[src/rtl/forwarding_unit_pkg.sv]
// -----------------------------------------------------------------------------
// forwarding_unit_pkg
// Shared definitions for the EXE-stage operand forwarding unit:
//   REG_ADDR_LEN   register index width
//   FORW_SEL_LEN   forwarding select width
//   FORW_SEL_*     select encodings steering the EXE operand muxes
//   fwd_tag_t      in-flight destination tag {valid, dest, wbEn, memREn}
//   tagMatches     true when a source register is produced by a tag slot
//   pickSel        priority choice between an EX-slot and a MEM-slot hit
// -----------------------------------------------------------------------------
package forwarding_unit_pkg;

    localparam int REG_ADDR_LEN = 5;
    localparam int FORW_SEL_LEN = 2;

    localparam logic [FORW_SEL_LEN-1:0] FORW_SEL_ID  = 2'd0;
    localparam logic [FORW_SEL_LEN-1:0] FORW_SEL_MEM = 2'd1;
    localparam logic [FORW_SEL_LEN-1:0] FORW_SEL_WB  = 2'd2;

    typedef struct packed {
        logic                    valid;
        logic [REG_ADDR_LEN-1:0] dest;
        logic                    wbEn;
        logic                    memREn;
    } fwd_tag_t;

    // Register 0 is hardwired, so it never matches a producer.
    function automatic logic tagMatches(input fwd_tag_t tag,
                                        input logic [REG_ADDR_LEN-1:0] src);
        return tag.valid && tag.wbEn && (tag.dest == src) && (src != '0);
    endfunction

    // An EX-slot producer is newer than a MEM-slot one, so it wins. The EX-slot
    // instruction will be in MEM when the consumer reaches EXE, hence ALU_res_MEM;
    // the MEM-slot one will be in WB, hence result_WB.
    function automatic logic [FORW_SEL_LEN-1:0] pickSel(input logic exHit,
                                                        input logic memHit);
        if (exHit)
            return FORW_SEL_MEM;
        else if (memHit)
            return FORW_SEL_WB;
        else
            return FORW_SEL_ID;
    endfunction

endpackage

[src/rtl/forwarding_unit_fwd_tag_reg.sv]
// -----------------------------------------------------------------------------
// fwd_tag_reg
// One slot of the shadow destination-tag pipeline.
// Ports:
//   clk       pipeline clock, rising edge
//   rst       asynchronous active-high reset, clears the slot
//   i_tag     tag arriving from the previous stage
//   i_bubble  load an empty (invalid) tag instead of i_tag
//   o_tag     registered tag held by this slot
// -----------------------------------------------------------------------------
module fwd_tag_reg
    import forwarding_unit_pkg::*;
(
    input  logic     clk,
    input  logic     rst,
    input  fwd_tag_t i_tag,
    input  logic     i_bubble,
    output fwd_tag_t o_tag
);

    fwd_tag_t r_tag;

    // A bubble clears the whole tag, not only valid, so stale dest bits never
    // linger in an empty slot.
    always_ff @(posedge clk or posedge rst) begin
        if (rst)
            r_tag <= '0;
        else if (i_bubble)
            r_tag <= '0;
        else
            r_tag <= i_tag;
    end

    assign o_tag = r_tag;

endmodule

[src/rtl/forwarding_unit.sv]
// -----------------------------------------------------------------------------
// forwarding_unit
// Tracks destination tags of in-flight instructions (EX, MEM, WB slots) and
// produces the registered EXE forwarding selects plus a load-use stall.
// Build option: define FORWARDING_EN for forwarding; when it is undefined the
// unit is a full interlock (selects stay 0, stall on any EX/MEM producer).
// Ports:
//   clk, rst                       clock, asynchronous active-high reset
//   id_valid                       ID holds a real instruction
//   id_src1, id_src2, id_st_src    source register indices
//   id_two_src                     val2 comes from id_src2 (else immediate)
//   id_is_store                    ST_value comes from id_st_src
//   id_dest, id_WB_EN, id_MEM_R_EN destination, writes back, is a load
//   flush                          taken branch, kill the ID instruction
//   val1_sel, val2_sel, ST_val_sel registered selects for the EXE instruction
//   hazard_stall                   combinational stall toward PC and IF/ID
// -----------------------------------------------------------------------------
module forwarding_unit
    import forwarding_unit_pkg::*;
(
    input  logic                    clk,
    input  logic                    rst,
    input  logic                    id_valid,
    input  logic [REG_ADDR_LEN-1:0] id_src1,
    input  logic [REG_ADDR_LEN-1:0] id_src2,
    input  logic [REG_ADDR_LEN-1:0] id_st_src,
    input  logic                    id_two_src,
    input  logic                    id_is_store,
    input  logic [REG_ADDR_LEN-1:0] id_dest,
    input  logic                    id_WB_EN,
    input  logic                    id_MEM_R_EN,
    input  logic                    flush,
    output logic [FORW_SEL_LEN-1:0] val1_sel,
    output logic [FORW_SEL_LEN-1:0] val2_sel,
    output logic [FORW_SEL_LEN-1:0] ST_val_sel,
    output logic                    hazard_stall
);

    fwd_tag_t w_idTag;
    fwd_tag_t w_exTag;
    fwd_tag_t w_memTag;
    fwd_tag_t w_wbTagUnused;
    logic     w_idBubble;
    logic     w_src1Ex, w_src2Ex, w_stEx;
    logic     w_src1Mem, w_src2Mem, w_stMem;
    logic     w_anyEx;

    always_comb begin
        w_idTag        = '0;
        w_idTag.valid  = 1'b1;
        w_idTag.dest   = id_dest;
        w_idTag.wbEn   = id_WB_EN;
        w_idTag.memREn = id_MEM_R_EN;
    end

    // A stalled or flushed ID instruction must not be recorded as in flight.
    assign w_idBubble = ~id_valid | hazard_stall | flush;

    fwd_tag_reg u_exSlot (
        .clk      (clk),
        .rst      (rst),
        .i_tag    (w_idTag),
        .i_bubble (w_idBubble),
        .o_tag    (w_exTag)
    );

    fwd_tag_reg u_memSlot (
        .clk      (clk),
        .rst      (rst),
        .i_tag    (w_exTag),
        .i_bubble (1'b0),
        .o_tag    (w_memTag)
    );

    // The register file writes before it reads, so the WB slot never feeds a
    // decision; it is kept so the shadow pipeline mirrors the real one.
    fwd_tag_reg u_wbSlot (
        .clk      (clk),
        .rst      (rst),
        .i_tag    (w_memTag),
        .i_bubble (1'b0),
        .o_tag    (w_wbTagUnused)
    );

    assign w_src1Ex  = tagMatches(w_exTag, id_src1);
    assign w_src2Ex  = tagMatches(w_exTag, id_src2);
    assign w_stEx    = tagMatches(w_exTag, id_st_src);
    assign w_src1Mem = tagMatches(w_memTag, id_src1);
    assign w_src2Mem = tagMatches(w_memTag, id_src2);
    assign w_stMem   = tagMatches(w_memTag, id_st_src);

    // Only sources the instruction actually reads can create a hazard.
    assign w_anyEx = w_src1Ex | (id_two_src & w_src2Ex) | (id_is_store & w_stEx);

`ifdef FORWARDING_EN

    logic [FORW_SEL_LEN-1:0] w_val1Sel, w_val2Sel, w_stValSel;
    logic [FORW_SEL_LEN-1:0] r_val1Sel, r_val2Sel, r_stValSel;

    // A load's data is only available after MEM, so an EX-slot load cannot be
    // forwarded yet; one stall moves it into MEM where WB forwarding applies.
    assign hazard_stall = id_valid & ~flush & w_anyEx & w_exTag.memREn;

    always_comb begin
        w_val1Sel  = pickSel(w_src1Ex, w_src1Mem);
        w_val2Sel  = FORW_SEL_ID;
        w_stValSel = FORW_SEL_ID;
        if (id_two_src)
            w_val2Sel = pickSel(w_src2Ex, w_src2Mem);
        if (id_is_store)
            w_stValSel = pickSel(w_stEx, w_stMem);
    end

    // The selects travel with the instruction into EXE; bubbles carry 0.
    always_ff @(posedge clk or posedge rst) begin
        if (rst) begin
            r_val1Sel  <= FORW_SEL_ID;
            r_val2Sel  <= FORW_SEL_ID;
            r_stValSel <= FORW_SEL_ID;
        end else if (w_idBubble) begin
            r_val1Sel  <= FORW_SEL_ID;
            r_val2Sel  <= FORW_SEL_ID;
            r_stValSel <= FORW_SEL_ID;
        end else begin
            r_val1Sel  <= w_val1Sel;
            r_val2Sel  <= w_val2Sel;
            r_stValSel <= w_stValSel;
        end
    end

    assign val1_sel   = r_val1Sel;
    assign val2_sel   = r_val2Sel;
    assign ST_val_sel = r_stValSel;

`else

    logic w_anyMem;

    // Without forwarding the consumer waits until the producer reaches WB.
    assign w_anyMem = w_src1Mem | (id_two_src & w_src2Mem) | (id_is_store & w_stMem);

    assign hazard_stall = id_valid & ~flush & (w_anyEx | w_anyMem);

    assign val1_sel   = FORW_SEL_ID;
    assign val2_sel   = FORW_SEL_ID;
    assign ST_val_sel = FORW_SEL_ID;

`endif

endmodule
[config.mk]
export PLATFORM = sky130hd
export DESIGN_NAME = forwarding_unit
export DESIGN_NICKNAME = d
export VERILOG_FILES = /design/src/rtl/forwarding_unit_pkg.sv /design/src/rtl/forwarding_unit_fwd_tag_reg.sv /design/src/rtl/forwarding_unit.sv
export SDC_FILE = /design/constraint.sdc
export NUM_CORES = 1
export LEC_CHECK = 0
export CAP_MARGIN = 20
export CORE_ASPECT_RATIO = 0.75
export CORE_MARGIN = 2
export CORE_UTILIZATION = 35
export DETAILED_ROUTE_END_ITERATION = 12
export HOLD_SLACK_MARGIN = 0.15
export PLACE_DENSITY = 0.65
export REMOVE_ABC_BUFFERS = 1
export SYNTH_ARGS = -nofsm -noshare
export SYNTH_HDL_FRONTEND = slang
export SYNTH_HIERARCHICAL = 1
export SYNTH_SLANG_ARGS = --single-unit
[constraint.sdc]
create_clock -name clk -period 2 [get_ports clk]
set_clock_uncertainty 0.05 [all_clocks]
set_input_delay 0.4 -clock clk [delete_from_list [all_inputs] [get_ports clk]]
set_output_delay 0.4 -clock clk [all_outputs]
set_load 0.01 [all_outputs]
==> summary by stage <==
STA
Setup violations remaining at the end of the flow were counted as 1. The final sum of negative setup slack is -0.1250 ns. The routed design could run at a clock period as short as 2.125 ns. The final number of hold-violating endpoints is 0. Setup repair after global routing could not meet its margin everywhere. The slack of the critical path is -0.1250 ns. Hold timing on the final database bottoms out at a slack of 0.3321 ns. The upper clock frequency limit is 470.6 MHz.

The number of pins with negative max-slew slack in the final report is 0. The final clock period utilization by the worst path is 1.062.

Die
For this configuration, the core starts out at a cell density of 0.3597. After floorplanning, the core was sized to cover 2542 um^2. The die boundary width is 63.03 um. The die covers 3042 um^2. The number of cell rows is 16. For this design the top-level I/O count stands at 35. In this run the vertical extent of the chip is 48.27 um.

Status
The final reports fail on negative setup slack. The flow ran to the end, but the final reports show violations.

Placed design
The post-DP HPWL is 1736 um. The routability congestion estimate is 0.8783. Port buffering added 27 buffers. The number of cells in the design after placement is 169.

CTS
The total CTS buffers is 3. The clock input transition at the sequential cells of the worst setup and hold paths is 0.07 ns. The clock network latency to the later pin of the worst-skew pair is 0.26 ns. Counting along the longest clock path gives a buffer depth of 2.

In this run the clock root is driven by a sky130_fd_sc_hd__clkbuf_4. The TritonCTS clock tree is built. In this run the number of H-tree levels came out at 1. After clock tree synthesis, the flow added hold-fix buffers numbering 0. The number of sinks driven by the clock tree is 14.

Layout
The antenna cell count is 0. The ratio of cells with drive above 1 in the final layout is 0.2590. In the final layout, flip-flops and latches occupy 356.6 um^2. The signed area change from the synthesized netlist to the final layout is 54.86%. The final standard cell utilization of the core is 0.5571.

Summing all multi-input logic gate instances after layout gives 635.6 um^2. Fill cells in the final layout number 228. Excluding fillers, the count of instances in the completed layout stands at 175. The number of nets in the layout is 169.

Power and ir drop
The static leakage is 0.5765 nW. The share of total power dissipated in sequential elements is 0.510. The cell area power density is 423.0 nW/um^2.

The relative contribution of combinational cells to total power is 0.253. The power spent charging and discharging nets is 0.1486 mW. The design draws 0.5991 mW. Cell internal power was estimated by the tool at 0.4505 mW. The worst voltage drop across the vdd grid is 0.0003314 V. The switching power share of the total is 0.2481.

The relative contribution of the clock network to total power is 0.237.

Drt
The number of vias per cell after detailed routing is 4.606. The sum of routed wire length over all layers is 2158 um. In the routed design, unresolved DRC markers number 0. Before antenna repair, the detailed router went through 4 iterations. The number of vias in the routed layout is 806. Dividing the detail-routed wire length by the instance count gives 12.33 um. The number of nets still failing antenna checks after routing is 0. The DRC violation total after the first TritonRoute iteration is 46.

Critical path
The kind of start point of the critical path is an input pin. The required time of the critical path is 1.55 ns. The critical path is of the in -> out type. STA puts the critical path data arrival time at 1.67 ns.

In this run the worst path has a maximum fanout of 3. The capturing element type of the critical path is an output pin.

Global route
The first global-routing pass estimated 3381 um of wire. The number of antenna violations at the first check in global routing came to 0. The total track usage is 0.1512.

The total overflow left after global routing is 0. The number of global-route vias before repair is 787. The largest net degree at the start of global routing is 8.

Job
Max-cap violations in this run came to 0.

Hold path
The worst hold-check path type is in -> async.

Synth
The cell area after synthesis is 914.6 um^2. The Yosys warning count is 6. After synthesis, the mean cell area works out to 10.05 um^2.

The cell count after synthesis is 91.
-- layer usage --
metal | up-vias | part of all wire | global-route usage
met4 | 0 | 0.0046 | 0.07111
met5 | - | 0 | 0
li1 | 386 | - | -
met2 | 35 | 0.52 | 0.2894
met1 | 383 | 0.39 | 0.1671
met3 | 2 | 0.088 | 0.03926
-- power groups by stage --
stage                     logic (mW)  clock network, mW  registers, mW
after detailed placement       0.148                  0          0.310
after floorplan               0.0656                  0          0.306
after CTS                      0.148              0.151          0.305
after global placement         0.144                  0          0.310
final                          0.152              0.142          0.306
after global routing           0.164              0.162          0.307
-- flip-flops by register name (all words and copies together) (netlist names) --
name	flops
u_memSlot/o_tag	7
u_exSlot/o_tag	7
-- worst max-delay path: stages --
cell and delay, ns:
sky130_fd_sc_hd__dlygate4sd2_1 0.31, sky130_fd_sc_hd__xnor2_1 0.19, sky130_fd_sc_hd__nand4_1 0.13, sky130_fd_sc_hd__nor3_2 0.20, sky130_fd_sc_hd__o221ai_4 0.16, sky130_fd_sc_hd__a31oi_1 0.14
sky130_fd_sc_hd__buf_2 0.15
-- worst paths after layout --
kind / startpoint / cells past startpoint / slack (ns) / to
max in group asynchronous: rst / 2 / 1.35 / u_memSlot/o_tag[5]$_DFF_PP0_
setup reg to reg: u_exSlot/o_tag[2]$_DFF_PP0_ / 8 / 0.27 / u_exSlot/o_tag[7]$_DFF_PP0_
hold / removal: rst / 2 / 0.33 / u_exSlot/o_tag[1]$_DFF_PP0_
min in group clk: u_exSlot/o_tag[1]$_DFF_PP0_ / 1 / 0.45 / u_memSlot/o_tag[1]$_DFF_PP0_
hold reg to reg: u_exSlot/o_tag[1]$_DFF_PP0_ / 1 / 0.45 / u_memSlot/o_tag[1]$_DFF_PP0_
setup / recovery: id_st_src[0] / 7 / -0.12 / hazard_stall
-- cell type report --
| class | count | area share |
|---|---|---|
| repair buffers | 39 | 0.2465 |
| well taps | 36 | 0.03180 |
| flip-flops and latches | 14 | 0.2518 |
| inverters | 2 | 0.005300 |
| multi-input cells | 81 | 0.4488 |
| clock buffers | 3 | 0.01590 |
-- cells in the final DEF (no fill, tap or decap), types with 2 or more instances in the layout --
cell type	n
sky130_fd_sc_hd__dlygate4sd2_1	12
sky130_fd_sc_hd__conb_1	14
sky130_fd_sc_hd__xor2_1	6
sky130_fd_sc_hd__clkbuf_4	3
sky130_fd_sc_hd__dfrtp_1	9
sky130_fd_sc_hd__clkdlybuf4s50_1	12
sky130_fd_sc_hd__xnor2_2	3
sky130_fd_sc_hd__dfrtp_2	5
sky130_fd_sc_hd__nor3_2	6
sky130_fd_sc_hd__nand2_1	2
sky130_fd_sc_hd__buf_6	2
sky130_fd_sc_hd__inv_1	2
sky130_fd_sc_hd__buf_4	10
sky130_fd_sc_hd__nand4_1	6
sky130_fd_sc_hd__nor2b_1	14
sky130_fd_sc_hd__xnor2_1	21
sky130_fd_sc_hd__or4_4	2
-- stage by stage --
step | setup slack [ns] | area [um^2]
finish | -0.1250 | 1416
global route | -0.2501 | 1416
CTS | -0.1222 | 1394
detailed placement | -0.7744 | 1297
global placement | -0.7267 | 1297
floorplan | 0.2832 | 914.6
-- timing repair --
item,CTS,global route
endpoints found under the setup margin,2,1
cloned,0,0
resized for setup,38,3
pin swaps,9,0
buffers inserted,3,0
Note: power is estimated with default switching activity, not from simulation.
==> edit 1: new RTL, same flow settings <==
Set the package constant `REG_ADDR_LEN` to 10 (it was 5).
--- a/src/rtl/forwarding_unit_pkg.sv
+++ b/src/rtl/forwarding_unit_pkg.sv
@@ -10,7 +10,7 @@
 // -----------------------------------------------------------------------------
 package forwarding_unit_pkg;
 
-    localparam int REG_ADDR_LEN = 5;
+    localparam int REG_ADDR_LEN = 10;
     localparam int FORW_SEL_LEN = 2;
 
     localparam logic [FORW_SEL_LEN-1:0] FORW_SEL_ID  = 2'd0;
Interface: changed (resized id_dest, id_src1, id_src2 and id_st_src); port bits go from 35 to 55. No check against the original RTL was run, so the function may have changed too.
==> edit 1 against the unedited design <==
The flow still finishes with violations (negative setup slack); largest cell class unchanged; area after synthesis rose by 85%; critical endpoint unchanged; core utilization up 2.8 points; sequential cell count up 10; setup slack worse by 0.44 ns; largest power group unchanged; highest routed layer unchanged; wire length is 120% higher; final area up 88%; total power is 92% higher.
==> edit 1: results (changes against the unedited design) <==
Status:
- Failing checks: negative setup slack (unchanged).
- Status: complete, but fails checks (unchanged).

Global route:
- The total global routing track utilization was 18.7% (was 15.1%).
- The largest net degree at the start of global routing came to 13 (was 8).
- The first-pass GRT wire length is 7780 um (was 3380 um).
- The number of antenna violations at the first check in global routing is 0 (unchanged).
- The via count of the first global-routing pass is 1572 (was 787).

Timing:
- For the pin with the worst max-slew slack, the measured transition is 0.521 ns.
- The final count of negative-setup-slack endpoints came to 13 (was 1).
- The worst-case setup margin in the final layout is -0.569 ns (was -0.125 ns).

Detailed routing:
- The average wire per cell in the routed design is 15.5 um (was 12.3 um).
- The DRC violation total after the first TritonRoute iteration is 23 (was 46).
- The number of optimization iterations in the first detailed-route pass came to 4 (unchanged).
- The ratio of routed vias to standard cells is 4.62 (was 4.61).

Critical path:
- The reg-to-reg setup timing slack is -0.09 ns (was 0.27 ns).
- The start of the worst register-to-register path is u_exSlot/o_tag[2] (unchanged).
- The cell at the slowest stage of the critical path is sky130_fd_sc_hd__or4_4 (was sky130_fd_sc_hd__dlygate4sd2_1).
- The maximum cell stage delay along the critical path came to 0.53 ns (was 0.31 ns).
- The worst path arrival time is 2.12 ns (was 1.67 ns).
- The maximum fanout encountered on the critical timing path came to 2 (was 3).
- The depth of the worst register-to-register path is 8 (unchanged).
- The endpoint of the worst register-to-register path is u_exSlot/o_tag[10] (was u_exSlot/o_tag[7]).
- The largest delay contributor family on the critical path is compound AO/OA/AOI/OAI gates (was buffers and inverters).

Cells and area:
- The number of antenna diodes is 0 (unchanged).
- The sequential cell area in the final layout is 601 um^2 (was 357 um^2).
- The number of nets in the final layout is 298 (was 169).
- The fraction of layout instances using a drive strength above 1 came to 41.1% (was 25.9%).
- The count of filler cells inserted in the layout is 411 (was 228).

Placed design:
- The total of buffers placed on input and output ports is 47 (was 27).
- The cell area after placement is 0.00244 mm^2 (was 0.00130 mm^2).
- The pre-CTS setup slack is -1.30 ns (was -0.774 ns).
- The global placement routability congestion is 0.913 (was 0.878).
- The post-detailed-placement half-perimeter wirelength is 3700 um (was 1740 um).

Min path:
- The class of the tightest hold or removal check was in -> async (unchanged).

Clock tree:
- The clock edge transition at the registers on the reported setup and hold paths is 0.08 ns.
- The maximum number of buffers from clock root to sink came to 2 (unchanged).
- The later-pin clock latency in the skew report is 0.26 ns (about the same).
- The CTS buffer count came to 3 (unchanged).
- The H-tree depth is 1 (unchanged).
- The CTS root buffer is sky130_fd_sc_hd__clkbuf_8 (was sky130_fd_sc_hd__clkbuf_4).

Power:
- The worst-case vdd ir drop is 0.000286 V (was 0.000331 V).
- The cell leakage power is 1.09 nW (was 0.577 nW).

Job:
- The number of max-cap violations is 0 (unchanged).

Yosys:
- The number of warnings issued by yosys is 6 (unchanged).
[edit 1: timing repair]
action | 4_1_cts | 5_1_grt
cloned | 1 | 0
setup buffers | 16 | 1
pin swaps | 17 | 8
hold buffers | 0 | 0
resized for setup | 100 | 21
endpoints found under the setup margin | 13 | 13
[edit 1: where the power goes]
group          internal (mW)  switching, mW
Sequential             0.500         0.0241
Clock                  0.135          0.143
Combinational          0.208          0.142
[edit 1: worst max-delay path by stage]
| stage | slack, ns | endpoint | from | cells past startpoint |
|---|---|---|---|---|
| after global routing | -0.64 | hazard_stall | id_st_src[4] | 7 |
| after global placement | -1.23 | hazard_stall | id_src2[6] | 7 |
| after CTS | -0.64 | hazard_stall | id_src2[3] | 8 |
| after floorplan | -0.59 | u_exSlot/o_tag[10] | id_st_src[6] | 6 |
| after detailed placement | -1.30 | hazard_stall | id_src2[6] | 7 |
| final | -0.57 | hazard_stall | id_st_src[7] | 7 |
[edit 1: layout make-up]
| cell class | instances | area share (%) |
|---|---|---|
| well taps | 57 | 2.68 |
| clock buffers | 3 | 1.55 |
| flip-flops and latches | 24 | 22.6 |
| inverters | 2 | 0.282 |
| repair buffers | 87 | 27.4 |
| multi-input cells | 132 | 45.5 |
[edit 1: layer usage]
layer / track usage (%) / vias up / part of all wire (%)
met4: 5.16 / 0 / 0.97
li1: - / 701 / -
met5: 0 / - / 0
met3: 2.71 / 7 / 6.1
met1: 25.1 / 658 / 47
met2: 31.7 / 44 / 46
[edit 1: stage by stage]
| stage | hold slack (ns) | instances | TNS, ns |
|---|---|---|---|
| 2_1_floorplan | 0.215 | 158 | -6.01 |
| 3_3_place_gp | 0.449 | 294 | -11.78 |
| 3_5_place_dp | 0.459 | 294 | -12.75 |
| 4_1_cts | 0.438 | 306 | -5.03 |
| 5_1_grt | 0.490 | 305 | -5.53 |
| 6_report | 0.419 | 305 | -4.42 |
==> edit 2: new RTL, same flow settings <==
Without the edit above. Add a define of `FORWARDING_EN`.
--- a/src/rtl/forwarding_unit.sv
+++ b/src/rtl/forwarding_unit.sv
@@ -15,6 +15,8 @@
 //   val1_sel, val2_sel, ST_val_sel registered selects for the EXE instruction
 //   hazard_stall                   combinational stall toward PC and IF/ID
 // -----------------------------------------------------------------------------
+`define FORWARDING_EN
+
 module forwarding_unit
     import forwarding_unit_pkg::*;
 (
Behaviour: not the same (a bounded check fails within 4 cycles, from zero or initial values and one cycle with rst high).
==> edit 2 against the unedited design <==
The run still ends with negative setup slack left; final area up 37%; sequential cell count up 7; cell count grew 31%; area after synthesis up 29%; wire length up 49%; clock power up 99%; total power rose by 54%; setup slack lost 0.18 ns; critical path type unchanged; critical endpoint unchanged; largest cell class unchanged.
==> edit 2: results (changes against the unedited design) <==
Placed design:
- The post-detailed-placement half-perimeter wirelength is 2540 um (was 1740 um).
- The total of buffers placed on input and output ports is 34 (was 27).
- The global placement routability congestion was 0.920 (was 0.878).
- The cell area after placement is 0.00180 mm^2 (was 0.00130 mm^2).

Detailed routing:
- The ratio of routed vias to standard cells is 4.78 (was 4.61).
- The DRC violation total after the first TritonRoute iteration is 40 (was 46).
- The average wire per cell in the routed design is 14.0 um (was 12.3 um).
- The number of optimization iterations in the first detailed-route pass came to 6 (was 4).

Critical path:
- The maximum fanout encountered on the critical timing path is 2 (was 3).
- The start of the worst register-to-register path is u_exSlot/o_tag[5] (was u_exSlot/o_tag[2]).
- The depth of the worst register-to-register path is 6 (was 8).
- The launching instance or port of the critical path is id_st_src[2] (was id_st_src[0]).
- The worst path arrival time came to 1.85 ns (was 1.67 ns).

Cells and area:
- The fraction of layout instances using a drive strength above 1 is 27.9% (was 25.9%).
- The number of flip-flops in the largest register is 8.
- The number of nets in the final layout came to 219 (was 169).
- The count of filler cells inserted in the layout is 285 (was 228).

Status:
- Status: complete, but fails checks (unchanged).
- Failing checks: negative setup slack (unchanged).

Global route:
- The first-pass GRT wire length is 5310 um (was 3380 um).
- The largest net degree at the start of global routing came to 14 (was 8).
- The total global routing track utilization came to 18.9% (was 15.1%).
- The via count of the first global-routing pass is 1141 (was 787).

Power:
- The cell leakage power came to 0.888 nW (was 0.577 nW).
- The worst-case vdd ir drop is 0.000366 V (was 0.000331 V).

Clock tree:
- The CTS buffer count was 3 (unchanged).
- The later-pin clock latency in the skew report is 0.26 ns (about the same).
- The CTS root buffer is sky130_fd_sc_hd__clkbuf_8 (was sky130_fd_sc_hd__clkbuf_4).

Timing:
- The worst-case setup margin in the final layout is -0.301 ns (was -0.125 ns).
- The final count of negative-setup-slack endpoints was 1 (unchanged).
- The maximum clock frequency is 435 MHz (was 471 MHz).

Min path:
- The class of the tightest hold or removal check is in -> async (unchanged).

Floorplan:
- The die outline area came to 0.00386 mm^2 (was 0.00304 mm^2).
[edit 2: final cells by class]
class                           count  area [um^2]  share of cell area (%)
Clock buffer                        3         41.3                    2.13
Clock inverter                      1         7.51                   0.387
Inverter                            4         15.0                   0.774
Multi-Input combinational cell     95          739                    38.1
Sequential cell                    21          526                    27.1
Tap cell                           40         50.0                    2.58
Timing Repair Buffer               66          562                    28.9
[edit 2: path summary, 6_finish.rpt]
check | slack [ns] | to
worst max-delay path | -0.30 | hazard_stall
worst min-delay path | 0.38 | ST_val_sel[0]
worst max register to register | 0.17 | ST_val_sel[1]
worst min register to register | 0.55 | val2_sel[1]
max in group asynchronous | 1.29 | u_exSlot/o_tag[2]
min in group clk | 0.55 | val2_sel[1]
[edit 2: repair_timing]
item                                    CTS  global route
resized for setup                        39             3
endpoints found under the setup margin   11            11
setup buffers                             4             2
hold buffers                              0             0
pin swaps                                14             5
[edit 2: routing by layer]
layer / track usage [%] / up-vias / part of all wire [%]
met3: 4.60 / 10 / 5.2
met1: 21.3 / 520 / 42
met2: 34.1 / 44 / 51
met5: 0 / - / 0
li1: - / 526 / -
met4: 10.1 / 0 / 2.1
[edit 2: critical path, stage by stage]
cell and delay (ns):
sky130_fd_sc_hd__dlygate4sd2_1 0.26, sky130_fd_sc_hd__xor2_1 0.19, sky130_fd_sc_hd__or4_4 0.53, sky130_fd_sc_hd__nor2_4 0.14
sky130_fd_sc_hd__o31ai_4 0.08, sky130_fd_sc_hd__nor2_1 0.12, sky130_fd_sc_hd__buf_2 0.14
[edit 2: where the power goes]
| part | internal (mW) | total, mW | switching, mW |
|---|---|---|---|
| Clock | 0.141 | 0.282 | 0.141 |
| Combinational | 0.111 | 0.194 | 0.0835 |
| Sequential | 0.434 | 0.446 | 0.0123 |
| Total | 0.685 | 0.922 | 0.237 |
[edit 2: through the flow]
stage	hold slack, ns	utilization, %	TNS, ns	std cells	worst slack (ns)
after global placement	0.512	55.0	-5.28	221	-0.915
after floorplan	0.141	-	-0.00181	120	-0.00181
final	0.377	59.4	-0.301	230	-0.301
after global routing	0.409	59.4	-0.356	230	-0.356
after detailed placement	0.527	55.0	-6.14	221	-0.947
after CTS	0.387	58.7	-0.295	229	-0.295
